File: config.mk
export PLATFORM = sky130hd
export DESIGN_NAME = archer_mmio_console
export DESIGN_NICKNAME = d
export VERILOG_FILES = /design/src/rtl/archer_mmio_console_pkg.sv /design/src/rtl/archer_mmio_console_fifo.sv /design/src/rtl/archer_mmio_console.sv
export SDC_FILE = /design/constraint.sdc
export NUM_CORES = 1
export LEC_CHECK = 0
export ABC_AREA = 1
export CORE_MARGIN = 5
export CORE_UTILIZATION = 30
export CTS_CLUSTER_SIZE = 40
export DETAILED_ROUTE_END_ITERATION = 12
export REMOVE_ABC_BUFFERS = 1
export SLEW_MARGIN = 20
export SYNTH_ARGS = -nofsm -noshare
export SYNTH_HDL_FRONTEND = slang
export SYNTH_HIERARCHICAL = 1
export SYNTH_SLANG_ARGS = --single-unit
File: constraint.sdc
create_clock -name clk -period 2.89 [get_ports clk]
set_input_delay 0.289 -clock clk [delete_from_list [all_inputs] [get_ports clk]]
set_output_delay 0.289 -clock clk [all_outputs]
set_load 0.05 [all_outputs]
File: src/rtl/archer_mmio_console_pkg.sv
// Shared constants for the Archer MMIO console: bus widths, register
// offsets, STATUS bit positions and a byte-enable merge helper.
package archer_mmio_console_pkg;

  localparam int XLEN    = 32;
  localparam int ADDRLEN = 32;

  // Register offsets, selected by dmem_addr[3:2].
  typedef enum logic [1:0] {
    MMIO_TXDATA = 2'd0,
    MMIO_STATUS = 2'd1,
    MMIO_CYCLE  = 2'd2,
    MMIO_HALT   = 2'd3
  } mmio_reg_e;

  // STATUS register layout.
  localparam int STATUS_FULL_BIT  = 0;
  localparam int STATUS_EMPTY_BIT = 1;
  localparam int STATUS_OVF_BIT   = 2;
  localparam int STATUS_CNT_LSB   = 8;

  // Replace only the bytes of old_v whose enable bit is set.
  function automatic logic [XLEN-1:0] merge_bytes(
    input logic [XLEN-1:0] old_v,
    input logic [XLEN-1:0] new_v,
    input logic [3:0]      ben
  );
    logic [XLEN-1:0] r;
    r = old_v;
    for (int i = 0; i < 4; i++) begin
      if (ben[i]) r[8*i +: 8] = new_v[8*i +: 8];
    end
    return r;
  endfunction

endpackage

File: src/rtl/archer_mmio_console_fifo.sv
// Synchronous byte FIFO with push, pop and flush. Flush dominates both
// push and pop; a push into a full FIFO is accepted only alongside a pop.
module archer_mmio_console_fifo #(
  parameter int DEPTH = 8,
  parameter int WIDTH = 8,
  parameter int CNT_W = $clog2(DEPTH) + 1
) (
  input  logic             clk,
  input  logic             rst_n,
  input  logic             i_push,
  input  logic             i_pop,
  input  logic             i_flush,
  input  logic [WIDTH-1:0] i_data,
  output logic [WIDTH-1:0] o_data,
  output logic             o_full,
  output logic             o_empty,
  output logic [CNT_W-1:0] o_count
);

  localparam int PTR_W = $clog2(DEPTH);

  logic [WIDTH-1:0] r_mem [DEPTH];
  logic [PTR_W-1:0] r_wr_ptr;
  logic [PTR_W-1:0] r_rd_ptr;
  logic [CNT_W-1:0] r_count;
  logic             w_pop_ok;
  logic             w_push_ok;

  assign o_full    = (r_count == CNT_W'(DEPTH));
  assign o_empty   = (r_count == '0);
  assign o_count   = r_count;
  assign o_data    = r_mem[r_rd_ptr];

  assign w_pop_ok  = i_pop && !o_empty && !i_flush;
  assign w_push_ok = i_push && !i_flush && (!o_full || w_pop_ok);

  // Pointer and occupancy bookkeeping; pointers wrap modulo DEPTH.
  // NOTE: sequential state uses <= so every register samples pre-edge values.
  always_ff @(posedge clk or negedge rst_n) begin
    if (!rst_n) begin
      r_wr_ptr <= '0;
      r_rd_ptr <= '0;
      r_count  <= '0;
    end else if (i_flush) begin
      r_wr_ptr <= '0;
      r_rd_ptr <= '0;
      r_count  <= '0;
    end else begin
      if (w_push_ok) r_wr_ptr <= r_wr_ptr + 1'b1;
      if (w_pop_ok)  r_rd_ptr <= r_rd_ptr + 1'b1;
      case ({w_push_ok, w_pop_ok})
        2'b10:   r_count <= r_count + 1'b1;
        2'b01:   r_count <= r_count - 1'b1;
        default: r_count <= r_count;
      endcase
    end
  end

  // Byte storage.
  // NOTE: the array has no reset; validity is tracked by r_count alone.
  always_ff @(posedge clk) begin
    if (w_push_ok) r_mem[r_wr_ptr] <= i_data;
  end

endmodule

File: src/rtl/archer_mmio_console.sv
// Archer MMIO console: 16-byte register window with TX byte FIFO,
// free-running cycle counter and sticky halt/tohost register.
module archer_mmio_console
  import archer_mmio_console_pkg::*;
#(
  parameter logic [31:0] BASE_ADDR = 32'h0000_FF00,
  parameter int          DEPTH     = 8,
  parameter int          CNT_W     = 4
) (
  input  logic               clk,
  input  logic               rst_n,
  input  logic [ADDRLEN-1:0] i_dmem_addr,
  input  logic [XLEN-1:0]    i_dmem_datain,
  output logic [XLEN-1:0]    o_dmem_dataout,
  input  logic               i_dmem_wen,
  input  logic [3:0]         i_dmem_ben,
  output logic               o_mmio_sel,
  output logic               o_tx_valid,
  output logic [7:0]         o_tx_data,
  input  logic               i_tx_ready,
  output logic               o_halt,
  output logic [XLEN-1:0]    o_halt_code
);

  mmio_reg_e       w_off;
  logic            w_wr;
  logic            w_push;
  logic            w_pop;
  logic            w_flush;
  logic            w_ovf_clr;
  logic            w_full;
  logic            w_empty;
  logic [CNT_W-1:0] w_count;
  logic [XLEN-1:0] w_status;
  logic            w_unused_addr;
  logic            r_ovf;
  logic            r_halt;
  logic [XLEN-1:0] r_halt_code;
  logic [XLEN-1:0] r_cycle;

  assign o_mmio_sel    = (i_dmem_addr[ADDRLEN-1:4] == BASE_ADDR[ADDRLEN-1:4]);
  assign w_off         = mmio_reg_e'(i_dmem_addr[3:2]);
  assign w_unused_addr = ^i_dmem_addr[1:0];

  assign w_wr      = o_mmio_sel && i_dmem_wen;
  assign w_push    = w_wr && (w_off == MMIO_TXDATA) && i_dmem_ben[0];
  assign w_flush   = w_wr && (w_off == MMIO_STATUS) && i_dmem_ben[0] && i_dmem_datain[0];
  assign w_ovf_clr = w_wr && (w_off == MMIO_STATUS) && i_dmem_ben[0] && i_dmem_datain[2];
  assign w_pop     = o_tx_valid && i_tx_ready;

  archer_mmio_console_fifo #(
    .DEPTH (DEPTH),
    .WIDTH (8),
    .CNT_W (CNT_W)
  ) u_fifo (
    .clk     (clk),
    .rst_n   (rst_n),
    .i_push  (w_push),
    .i_pop   (w_pop),
    .i_flush (w_flush),
    .i_data  (i_dmem_datain[7:0]),
    .o_data  (o_tx_data),
    .o_full  (w_full),
    .o_empty (w_empty),
    .o_count (w_count)
  );

  assign o_tx_valid  = !w_empty;
  assign o_halt      = r_halt;
  assign o_halt_code = r_halt_code;

  // STATUS word assembled from live FIFO flags and the sticky overflow bit.
  always_comb begin
    w_status                        = '0;
    w_status[STATUS_CNT_LSB +: 8]   = 8'(w_count);
    w_status[STATUS_OVF_BIT]        = r_ovf;
    w_status[STATUS_EMPTY_BIT]      = w_empty;
    w_status[STATUS_FULL_BIT]       = w_full;
  end

  // Combinational load path; zero when the window is not addressed.
  // NOTE: assigning a default first keeps this block free of latches.
  always_comb begin
    o_dmem_dataout = '0;
    if (o_mmio_sel) begin
      case (w_off)
        MMIO_STATUS: o_dmem_dataout = w_status;
        MMIO_CYCLE:  o_dmem_dataout = r_cycle;
        MMIO_HALT:   o_dmem_dataout = r_halt_code;
        default:     o_dmem_dataout = '0;
      endcase
    end
  end

  // Sticky overflow: a dropped push sets it, a STATUS write with bit 2 clears it.
  always_ff @(posedge clk or negedge rst_n) begin
    if (!rst_n) begin
      r_ovf <= 1'b0;
    end else if (w_push && w_full && !w_pop && !w_flush) begin
      r_ovf <= 1'b1;
    end else if (w_ovf_clr) begin
      r_ovf <= 1'b0;
    end
  end

  // Free-running cycle counter; a store loads it instead of incrementing.
  always_ff @(posedge clk or negedge rst_n) begin
    if (!rst_n) begin
      r_cycle <= '0;
    end else if (w_wr && (w_off == MMIO_CYCLE)) begin
      r_cycle <= merge_bytes(r_cycle, i_dmem_datain, i_dmem_ben);
    end else begin
      r_cycle <= r_cycle + 1'b1;
    end
  end

  // Halt register: any store sets halt and loads the enabled code bytes.
  always_ff @(posedge clk or negedge rst_n) begin
    if (!rst_n) begin
      r_halt      <= 1'b0;
      r_halt_code <= '0;
    end else if (w_wr && (w_off == MMIO_HALT)) begin
      r_halt      <= 1'b1;
      r_halt_code <= merge_bytes(r_halt_code, i_dmem_datain, i_dmem_ben);
    end
  end

endmodule

# Word level (Yosys, flattened, before mapping)
# Memories as Yosys holds them, arrays and structs flattened.
# Index checks and enable logic that the tools add are counted.
dict set report op_classes {
  bitwise 0
  mux 17
  n_addsub 5
  reduce_logical 32
  n_eq_ne 11
  magnitude_cmp 0
  multipliers 0
  n_shift 0
  div 0
}
# cell count
set ops {}
lappend ops {{32-bit one-hot mux with 3 select lines} 1}
lappend ops {{32-bit 2-to-1 mux} 2}
lappend ops {{32-bit by 1-bit adder with 32-bit output, second input constant} 1}
lappend ops {{8-bit 2-to-1 mux} 4}
lappend ops {{28-bit by 12-bit == test with 1-bit output, second input constant} 1}
lappend ops {{1-bit logical AND} 17}
lappend ops {{3-bit 2-to-1 mux} 4}
lappend ops {{2-bit != test, second input constant} 4}
lappend ops {{4-bit one-hot mux with 2 select lines} 1}
lappend ops {{2-bit AND reduction} 4}
lappend ops {{3-bit by 1-bit adder with 3-bit output, second input constant} 2}
lappend ops {{2-bit == test, second input constant} 3}
lappend ops {{2-bit nonzero test} 3}
lappend ops {{4-bit by 1-bit adder with 4-bit output, second input constant} 1}
lappend ops {{2-bit by 1-bit == test with 1-bit output, second input constant} 2}
lappend ops {{4-bit == test, second input constant} 1}
lappend ops {{1-bit zero test} 4}
lappend ops {{4-bit zero test} 1}
lappend ops {{1-bit 2-to-1 mux} 4}
lappend ops {{4-bit 2-to-1 mux} 1}
lappend ops {{4-bit by 1-bit subtractor with 4-bit output, second input constant} 1}
lappend ops {{3-bit nonzero test} 1}
lappend ops {{2-bit zero test} 1}
lappend ops {{1-bit logical OR} 1}
dict set report word_totals {
  n_memories 1
  latchBits 0
  mem_bits_ro 0
  ram_bits 64
  regBits 76
  input_bits 72
  output_inout_bits 75
}
# name words word_bits read_ports rd_clocked_by_memory_dff write_ports line
set memory_table {}
lappend memory_table {u_fifo.r_mem 8 8 1 0 1 archer_mmio_console_fifo.sv:22} ;# logic [WIDTH-1:0] r_mem [DEPTH];

# Longest topological paths before layout
# Gate-level depths: netlist (run 1).
dict set report depth {
  depth_word 12
  mapped_depth 20
  depth_no_buf 20
}

# Modules after synthesis
# Netlist (run 1), hierarchy kept.
# module cells_each instances area_per_inst_um2
set by_module_without_submodules {}
lappend by_module_without_submodules {archer_mmio_console 736 1 4738.3}
lappend by_module_without_submodules {archer_mmio_console_fifo 265 1 3239.4}

# Worst setup path before layout (run 1)
# OpenSTA, ideal clock, no wires.
dict set report synth_timing {
  path_kind {input -> register}
  start {input i_dmem_addr[17]}
  end {memory u_fifo.r_mem[1][0] (enable)}
  required_time_ps 2520
  n_path_buf 0
  cell_stages 15
  setup_time_ps 370
  t_arrival_ps 2547
  path_slack_ps -28
  path_cell_list {nor2_1 > nand3_1 > nor2_1 > nand2_1 > nor2_4 > nand2_4 > inv_1 > nand2_1 > nor3_1 > inv_1 > nor2_2 > nand2_2 > inv_2 > nand2_1 > nor2_1}
}
dict set report synth_between {
  elab_cells_between_ends 14
  classes_between {1 x eq/ne; 2 x mux; 11 x reduce/logical}
}
# item line
set synth_rtl {}
lappend synth_rtl {{start, declared} archer_mmio_console.sv:12} ;# input logic [ADDRLEN-1:0] i_dmem_addr,
lappend synth_rtl {{28-bit by 12-bit == test with 1-bit output} archer_mmio_console.sv:41} ;# assign o_mmio_sel = (i_dmem_addr[ADDRLEN-1:4] == BASE_ADDR[ADDRLEN-1:4]);
lappend synth_rtl {{via o_mmio_sel} archer_mmio_console.sv:17} ;# output logic o_mmio_sel,
lappend synth_rtl {{1-bit logical AND} archer_mmio_console.sv:45} ;# assign w_wr = o_mmio_sel && i_dmem_wen;
lappend synth_rtl {{1-bit logical AND (2 in series)} archer_mmio_console.sv:46} ;# assign w_push = w_wr && (w_off == MMIO_TXDATA) && i_dmem_ben[0];
lappend synth_rtl {{via w_push} archer_mmio_console.sv:27} ;# logic w_push;
lappend synth_rtl {{1-bit logical AND (2 in series)} archer_mmio_console_fifo.sv:35} ;# assign w_push_ok = i_push && !i_flush && (!o_full || w_pop_ok);
lappend synth_rtl {{1-bit 2-to-1 mux} archer_mmio_console_fifo.sv:62} ;# if (w_push_ok) r_mem[r_wr_ptr] <= i_data;
lappend synth_rtl {{1-bit 2-to-1 mux (not written as such)} archer_mmio_console_fifo.sv:62}
lappend synth_rtl {{end, declared} archer_mmio_console_fifo.sv:22}
# The timed path passes the listed nets, and every way through them passes these cells.

# Worst setup path in the final report (run 1)
dict set report layout_timing {
  start {input i_dmem_addr[17]}
  end {register u_fifo.r_count[3], in the netlist u_fifo/o_count[3]}
}
dict set report layout_between {
  elab_chain_len 12
  elab_cells_between_ends 17
  classes_between {3 x eq/ne; 2 x mux; 12 x reduce/logical}
}
# item line
set layout_lines {}
lappend layout_lines {{28-bit by 12-bit == test with 1-bit output *} archer_mmio_console.sv:41}
lappend layout_lines {{1-bit logical AND *} archer_mmio_console.sv:45}
lappend layout_lines {{1-bit logical AND * (3 in series)} archer_mmio_console.sv:47} ;# assign w_flush = w_wr && (w_off == MMIO_STATUS) && i_dmem_ben[0] && i_dmem_datain[0];
lappend layout_lines {{via w_flush} archer_mmio_console.sv:29} ;# logic w_flush;
lappend layout_lines {{1-bit zero test} {archer_mmio_console_fifo.sv:34, archer_mmio_console_fifo.sv:35}}
lappend layout_lines {{1-bit logical AND} archer_mmio_console_fifo.sv:34} ;# assign w_pop_ok = i_pop && !o_empty && !i_flush;
lappend layout_lines {{1-bit logical OR} archer_mmio_console_fifo.sv:35}
lappend layout_lines {{1-bit logical AND} archer_mmio_console_fifo.sv:35}
lappend layout_lines {{2-bit by 1-bit == test with 1-bit output or 2-bit == test (tied branches)} archer_mmio_console_fifo.sv:51} ;# case ({w_push_ok, w_pop_ok})
lappend layout_lines {{4-bit one-hot mux with 2 select lines} archer_mmio_console_fifo.sv:51}
lappend layout_lines {{4-bit 2-to-1 mux} archer_mmio_console_fifo.sv:44} ;# end else if (i_flush) begin
lappend layout_lines {{end signal, assigned} archer_mmio_console_fifo.sv:52} ;# 2'b10: r_count <= r_count + 1'b1;
lappend layout_lines {{end signal, assigned} archer_mmio_console_fifo.sv:53} ;# 2'b01: r_count <= r_count - 1'b1;
lappend layout_lines {{end signal, assigned} archer_mmio_console_fifo.sv:54} ;# default: r_count <= r_count;
lappend layout_lines {{end, declared} archer_mmio_console_fifo.sv:25} ;# logic [CNT_W-1:0] r_count;
# Mark *: on every way through the listed nets, which the timed path passes. The rest lies on a longest branch.
# A chain may end at the register's enable or synchronous reset.

==> Flow_metrics.wiki, run 1 <==
{| class="wikitable"
! Metric !! Value
|-
| Status || complete, no violations
|-
| Ant diodes || 0
|-
| Overall fraction of global-route tracks in use || 15.31%
|-
| Startpoint of the most critical register-to-register path || u_fifo/o_count[0]
|-
| Die Span Y || 173.1 um
|-
| Placer's final routability congestion estimate || 0.8497
|-
| Initial Utilization || 30.53%
|-
| Clock-pin slew on the worst setup and hold paths || 70 ps
|-
| Largest voltage drop on the vdd net || 0.2221 mV
|-
| Setup repair after global routing missed its margin || false
|-
| Critical path arrival || 2880 ps
|-
| Vias per cell || 4.672
|-
| Per-cell routed wire length || 15.06 um
|-
| Worst-skew pair later-pin latency || 430 ps
|-
| Post-Place Setup Slack || -88.82 ps
|-
| Maximum fanout along the worst path || 4
|-
| Clock buffer depth || 2
|-
| NumNets Final || 1,237
|-
| Worst setup EP type || flip-flop
|-
| Wire length of the first global-routing pass || 37.35 mm
|-
| Worst endpoint required time || 3210 ps
|-
| Min setup slack post-route || 331.9 ps
|-
| Worst hold-check path type || input port to async pin
|-
| Setup crit start kind || input port
|-
| Max-slew violations || 0
|-
| Row cnt || 59
|-
| Root buffer selected by CTS || sky130_fd_sc_hd__clkbuf_16
|-
| Antenna violations before repair || 1
|-
| Final total negative setup slack || 0 ps
|-
| DRC violation total after the first TritonRoute iteration || 348
|-
| Final Routed Wirelength || 22.69 mm
|-
| Mapped Cells || 1,001
|-
| Slew headroom || 48.05%
|-
| I/O Buffers || 144
|-
| Setup-violating endpoint count in the final report || 0
|-
| Sequential cell area fraction in the yosys report || 47.93%
|-
| First-pass iteration count of the detailed router || 5
|-
| Count of pins on the block boundary || 147
|-
| Max-cap violation count || 0
|-
| Num CTS Buffers || 17
|-
| Time the final worst path needs with I/O delays and setup || 2558 ps
|-
| Average cell area after synthesis || 7.970 um2
|-
| Core area || 0.02613 mm2
|-
| Largest net degree at the start of global routing || 77
|-
| Final instance area || 0.01080 mm2
|-
| Clock Skew || 17.40 ps
|-
| Setup Crit Path Kind || input port to flip-flop
|-
| Critical path origin || i_dmem_addr[17]
|-
| Number of endpoints with negative hold slack in the final report || 0
|-
| Antenna viol nets, final || 0
|-
| Peak clock frequency supported by timing || 0.3909 GHz
|-
| Count of placed standard cells in the final layout, fillers left out || 1,507
|-
| Layout overhead on the synthesized area || 35.41%
|-
| Transition at the pin with the smallest max-transition slack || 779.2 ps
|-
| Number of instances in the placed design || 1,474
|-
| Estimated wirelength of the detail-placed design || 16.89 mm
|-
| Remaining global-route overflow || 0
|-
| Flops & latches, synth || 140
|-
| CTS tree || yes
|-
| Number of global-route vias before repair || 7,102
|-
| Post-detailed-route DRC marker count || 0
|-
| Synth Cell Area || 0.007978 mm2
|-
| Post-CTS Setup Repair Bufs || 0
|-
| Die width || 173.1 um
|-
| Leakage component of the power || 4.687 nW
|-
| Die ar. || 0.02995 mm2
|-
| Yosys cell types || 40
|-
| Total number of yosys warnings || 6
|-
| CTS H-Tree Depth || 4
|-
| Vias || 7,040
|-
| Power density of the placed cells || 419.7 mW/mm2
|-
| Final clock period utilization by the worst path || 88.52%
|-
| DP Area || 0.01016 mm2
|-
| Fraction of layout cells with a size suffix above 1 || 13.14%
|-
| Clock net sink count || 140
|}
## synthesized netlist by cell type, drive strengths merged
cell type | n | area [um2]
nand2 | 401 | 1548
nor2 | 106 | 523.0
inv | 79 | 296.5
nand3 | 77 | 427.9
dfrtp | 76 | 1902
edfxtp | 64 | 1922
o21ai | 51 | 274.0
a21oi | 28 | 151.4
buf | 23 | 178.9
nand4 | 16 | 151.4
clkbuf | 12 | 45.04
o22ai | 10 | 62.56
mux2i | 9 | 90.09
o32ai | 8 | 70.07
xnor2 | 8 | 70.07
xor2 | 8 | 70.07
a31oi | 6 | 37.54
nor3 | 6 | 30.03
ha | 5 | 62.56
nand3b | 3 | 22.52
and2 | 1 | 6.260
and3 | 1 | 6.260
clkinv | 1 | 3.750
fa | 1 | 20.02
or2 | 1 | 6.260
## where the power goes
group | internal, mW | switching (mW)
registers | 2.08 | 0.00000515
clock network | 1.18 | 1.03
logic | 0.108 | 0.130
total | 3.37 | 1.16
## area by class of cell
type,instances,area [um2]
clock inverter,15,198.9
multi-input combinational,746,3630
timing repair buffer,174,2006
inverter,80,300.3
fill,2625,15330
sequential,140,3824
clock buffer,17,425.4
tap,335,419.2
## critical path: stages
cell                              delay, ps
sky130_fd_sc_hd__clkdlybuf4s50_1        420
sky130_fd_sc_hd__nor2_1                 110
sky130_fd_sc_hd__nand3_1                 70
sky130_fd_sc_hd__nor2_1                 140
sky130_fd_sc_hd__nand2_1                110
sky130_fd_sc_hd__nor2_4                 140
sky130_fd_sc_hd__nand2_4                 90
sky130_fd_sc_hd__nor2_1                 150
sky130_fd_sc_hd__and3_1                 210
sky130_fd_sc_hd__inv_2                   60
sky130_fd_sc_hd__nand3_4                 80
sky130_fd_sc_hd__nor2_4                  50
sky130_fd_sc_hd__ha_1                   310
sky130_fd_sc_hd__a21oi_1                190
sky130_fd_sc_hd__nand2_1                 80
sky130_fd_sc_hd__nand2_1                 90
sky130_fd_sc_hd__nand2_1                 50
sky130_fd_sc_hd__nand2_1                 50
sky130_fd_sc_hd__nand2_1                 50
sky130_fd_sc_hd__nand2_1                 60
sky130_fd_sc_hd__nand2_1                 40
## kinds of logic (layout without fill, tap and decap cells)
kind of cell / Yosys count / count (layout) / synth area share (%)
multiplexers: 9 / 9 / 1.129
AND/OR/NAND/NOR: 612 / 612 / 34.11
XOR/XNOR: 16 / 16 / 1.757
adder cells (fa/ha/maj): 6 / 6 / 1.035
AO/OA/AOI/OAI: 103 / 103 / 7.466
flip-flops: 140 / 140 / 47.93
buffers and inverters: 115 / 286 / 6.571
## metrics by stage
stage	utilization (%)	total power, mW	hold slack (ps)
CTS	41.29	4.583	75.58
floorplan	-	2.175	-6.591
finish	41.34	4.534	429.2
detailed placement	38.90	2.363	457.8
global route	41.34	4.697	461.3
global placement	38.90	2.360	457.1
## cell usage in the layout, fill, tap and decap left out, drive strengths merged, types with 8 or more instances in the layout
| cell | instances |
|---|---|
| edfxtp | 64 |
| mux2i | 9 |
| nand3 | 77 |
| buf | 71 |
| o21ai | 51 |
| xnor2 | 8 |
| nor2 | 106 |
| a21oi | 28 |
| nand4 | 16 |
| nand2 | 401 |
| inv | 84 |
| o32ai | 8 |
| clkinv | 11 |
| clkdlybuf4s50 | 102 |
| xor2 | 8 |
| dfrtp | 76 |
| clkbuf | 17 |
| o22ai | 10 |
## path summary, 6_finish.rpt
check / slack (ps) / cells past startpoint / to
worst min-delay path: 430 / 2 / o_halt_code[31]
worst max-delay path: 330 / 21 / u_fifo/o_count[3]
worst max register to register: 500 / 15 / u_fifo/o_count[3]
worst min register to register: 470 / 2 / r_ovf
max in group asynchronous: 1870 / 2 / r_cycle[26]
min in group clk: 450 / 3 / o_halt_code[19]
## layer usage
layer / GRT usage, % / part of all wire (%) / vias up
met5: 0 / 0.031 / -
met4: 4.024 / 1.3 / 2
met3: 3.952 / 5.6 / 21
met2: 25.79 / 49 / 147
met1: 19.64 / 44 / 3285
li1: - / - / 3585
## sequential cells by signal (all words and copies together), names as in the netlist
signal / flops
o_halt_code: 32
r_ovf: 1
r_cycle: 32
u_fifo/r_wr_ptr: 3
u_fifo/r_mem: 64
o_halt: 1
u_fifo/r_rd_ptr: 3
u_fifo/o_count: 4
## timing repair
| item | CTS | global route |
|---|---|---|
| hold endpoints to repair | 0 | 70 |
| hold buffers | 0 | 1 |
| gates resized for setup | 0 | 0 |
Note: power is estimated with default switching activity, not from simulation.
==> run 2, diff against run 1 <==
==> constraint.sdc (replaced) <==
create_clock -name clk -period 3.3 [get_ports clk]
set_input_delay 0.33 -clock clk [delete_from_list [all_inputs] [get_ports clk]]
set_output_delay 0.33 -clock clk [all_outputs]
set_load 0.05 [all_outputs]
==> run 2 against run 1 <==
  * Combinational power is 13% lower
  * Flip-flop and latch count stayed put
  * First-iteration DRC count is 31% higher
  * Total power is 13% lower
  * Critical path depth is 15 lower
  * Routed wire length is 0.24% higher
  * Via count is 0.30% higher
  * Sequential share of layout area is 0.27 points higher
  * Worst setup slack worse by 90 ps
==> Flow_metrics.wiki, run 2 (synthesized netlist as in run 1, its figures left out) <==
{| class="wikitable"
! Metric !! Value
|-
| Hold path depth || 1
|-
| Vias || 7,061 (+0.30%)
|-
| Remaining global-route overflow || 0 (unchanged)
|-
| Time the final worst path needs with I/O delays and setup || 3058 ps
|-
| Clock Skew || 12.59 ps (-4.816 ps)
|-
| Largest voltage drop on the vdd net || 0.3124 mV (+41%)
|-
| Post-detailed-route DRC marker count || 0 (unchanged)
|-
| Worst-skew pair later-pin latency || 430 ps (about the same)
|-
| Antenna viol nets, final || 0 (unchanged)
|-
| Worst endpoint required time || 2970 ps (-240 ps)
|-
| Worst setup EP type || output pin
|-
| Max-cap violation count || 0 (unchanged)
|-
| Transition at the pin with the smallest max-transition slack || 748.1 ps (-31.07 ps)
|-
| Final total negative setup slack || 0 ps (unchanged)
|-
| Clock net sink count || 140 (unchanged)
|-
| Setup repair after global routing missed its margin || false
|-
| Slew headroom || 50.13% (+2.1 points)
|-
| Portion of total power attributed to the clock network || 48.4% (-0.4 points)
|-
| Status || complete, no violations
|-
| Number of endpoints with negative hold slack in the final report || 0 (unchanged)
|-
| Die width || 173.1 um (unchanged)
|-
| Number of global-route vias before repair || 7,026 (-1.1%)
|-
| Startpoint of the most critical register-to-register path || u_fifo/o_count[0]
|-
| Count of pins on the block boundary || 147 (unchanged)
|-
| Vias per cell || 4.698 (+0.57%)
|-
| Clock-pin slew on the worst setup and hold paths || 60 ps (about the same)
|-
| Antenna violations before repair || 1 (unchanged)
|-
| Tightest hold margin || 471.8 ps (+42.63 ps)
|-
| Row cnt || 59 (unchanged)
|-
| Reg with most FFs || u_fifo/r_mem
|-
| Setup-violating endpoint count in the final report || 0 (unchanged)
|-
| Peak clock frequency supported by timing || 0.3270 GHz
|-
| NumNets Final || 1,233 (-0.32%)
|-
| Net switching fraction of the power || 25.46% (-0.22 points)
|-
| Overall fraction of global-route tracks in use || 15.30% (about the same)
|-
| Core area || 0.02613 mm2 (unchanged)
|-
| Final clock period utilization by the worst path || 92.66%
|-
| Worst hold-check path type || flip-flop to flip-flop
|-
| Power density of the placed cells || 367.5 mW/mm2 (-12%)
|-
| Root buffer selected by CTS || sky130_fd_sc_hd__clkbuf_16
|-
| Maximum fanout along the worst path || 24 (+20)
|-
| DP Area || 0.01012 mm2 (-0.44%)
|-
| Num CTS Buffers || 17 (unchanged)
|-
| CTS tree || yes
|-
| Fraction of layout cells with a size suffix above 1 || 12.07% (-1.1 points)
|-
| First-pass iteration count of the detailed router || 5 (unchanged)
|-
| Reg-to-reg critical path endpoint || u_fifo/o_count[3]
|-
| Sequential group share of total power || 46.3% (+0.4 points)
|-
| Min setup slack post-route || 242.1 ps (-89.80 ps)
|-
| Reg2reg setup slack || 930 ps (+430 ps)
|-
| Final Routed Wirelength || 22.74 mm (+0.24%)
|-
| Wire length of the first global-routing pass || 37.25 mm (-0.28%)
|-
| Placer's final routability congestion estimate || 0.8568 (+0.84%)
|-
| Max-slew violations || 0 (unchanged)
|-
| Hold Crit Endpoint || o_halt
|-
| Largest register FFs || 64 (unchanged)
|-
| Die ar. || 0.02995 mm2 (unchanged)
|-
| Internal cell power || 2.936 mW (-13%)
|-
| Setup Crit Path Kind || flip-flop to output pin
|-
| Ant diodes || 0 (unchanged)
|-
| Per-cell routed wire length || 15.13 um (+0.50%)
|-
| Min-delay src || o_halt
|-
| Leakage component of the power || 4.629 nW (-1.2%)
|-
| Post-CTS Setup Repair Bufs || 0 (unchanged)
|-
| Final instance area || 0.01072 mm2 (-0.76%)
|-
| Clock buffer depth || 2 (unchanged)
|-
| Part of the total power dissipated in combinational logic || 5.3% (about the same)
|-
| Post-Place Setup Slack || 142.7 ps (+231.5 ps)
|-
| CTS H-Tree Depth || 4 (unchanged)
|-
| Worst Reg-to-Reg Cells || 15 (unchanged)
|-
| DRC violation total after the first TritonRoute iteration || 457 (+31%)
|-
| Largest net degree at the start of global routing || 77 (unchanged)
|-
| Estimated wirelength of the detail-placed design || 16.88 mm (about the same)
|-
| Most frequent standard cell in the layout excluding fill and tap cells || sky130_fd_sc_hd__nand2_1
|-
| Post-cts repair resize count || 0 (unchanged)
|-
| I/O Buffers || 144 (unchanged)
|-
| Critical path arrival || 2730 ps (-150 ps)
|-
| Die Span Y || 173.1 um (unchanged)
|-
| Net Sw Power || 1.003 mW (-14%)
|-
| Leading cell types in the layout, fill and taps excluded || 390 x sky130_fd_sc_hd__nand2_1, 111 x sky130_fd_sc_hd__clkdlybuf4s50_1, 87 x sky130_fd_sc_hd__nor2_1
|-
| Initial Utilization || 30.53% (unchanged)
|-
| Layout overhead on the synthesized area || 34.38%
|-
| Setup crit start kind || flip-flop
|}
==> run 2: cell types whose count changed in the layout (fill, tap and decap cells not counted) <==
cell                              previous run  this run
sky130_fd_sc_hd__clkinv_4                    2         0
sky130_fd_sc_hd__buf_4                      35        25
sky130_fd_sc_hd__clkinvlp_4                  0         2
sky130_fd_sc_hd__inv_6                       2         4
sky130_fd_sc_hd__clkinv_8                    8         2
sky130_fd_sc_hd__clkdlybuf4s50_1           102       111
sky130_fd_sc_hd__inv_8                       3         7
sky130_fd_sc_hd__buf_12                     35        32
==> run 2: worst max-delay path by stage <==
stage	startpoint	end	slack (ps)	depth (start not counted)
2_1_floorplan	i_dmem_addr[17]	u_fifo/r_mem[1][0]	350	15
3_3_place_gp	i_dmem_addr[17]	u_fifo/r_mem[1][6]	180	17
3_5_place_dp	i_dmem_addr[14]	u_fifo/r_mem[1][4]	140	16
4_1_cts	u_fifo/r_rd_ptr[0]	o_tx_data[6]	190	6
5_1_grt	u_fifo/r_rd_ptr[0]	o_tx_data[4]	20	6
6_report	u_fifo/r_rd_ptr[0]	o_tx_data[3]	240	6
==> run 2: final cells by class <==
type / instances / area [um2]
clock buffers: 17 / 425.4
clock inverters: 15 / 161.4
fillers: 2624 / 15410
inverters: 80 / 300.3
multi-input cells: 746 / 3630
flip-flops and latches: 140 / 3824
well taps: 335 / 419.2
repair buffers: 170 / 1961
==> run 2: worst max-delay path: stages, from the launching register on <==
cell	delay, ps
sky130_fd_sc_hd__dfrtp_1	580
sky130_fd_sc_hd__inv_2	440
sky130_fd_sc_hd__nor2_1	90
sky130_fd_sc_hd__o32ai_1	250
sky130_fd_sc_hd__nand2_1	80
sky130_fd_sc_hd__nand2_1	70
sky130_fd_sc_hd__clkdlybuf4s50_1	800
==> run 2: power by group through the flow <==
stage | clock network (mW) | logic, mW | registers (mW)
floorplan | 0 | 0.0441 | 1.86
global placement | 0 | 0.206 | 1.86
detailed placement | 0 | 0.208 | 1.86
CTS | 1.94 | 0.209 | 1.82
global route | 2.04 | 0.230 | 1.82
finish | 1.91 | 0.207 | 1.82
==> run 2: stage by stage <==
step / cells / util, % / total power, mW
final: 1503 / 41.02 / 3.939
after detailed placement: 1470 / 38.72 / 2.068
after global placement: 1470 / 38.72 / 2.066
after global routing: 1503 / 41.02 / 4.088
after CTS: 1502 / 40.97 / 3.975
after floorplan: 966 / - / 1.905
==> run 2: what timing repair did <==
item,4_1_cts,5_1_grt
hold endpoints to repair,0,2
endpoints found under the setup margin,0,0
hold buffers,0,1
==> run 2: per-layer routing <==
metal,part of all wire (%),global-route usage [%],wire length (um),up-vias
met5,0.057,0,13,-
met4,1.5,4.523,340,2
met3,5.7,4.279,1300,31
met2,49,25.56,11040,163
met1,44,19.40,10050,3288
li1,-,-,-,3577
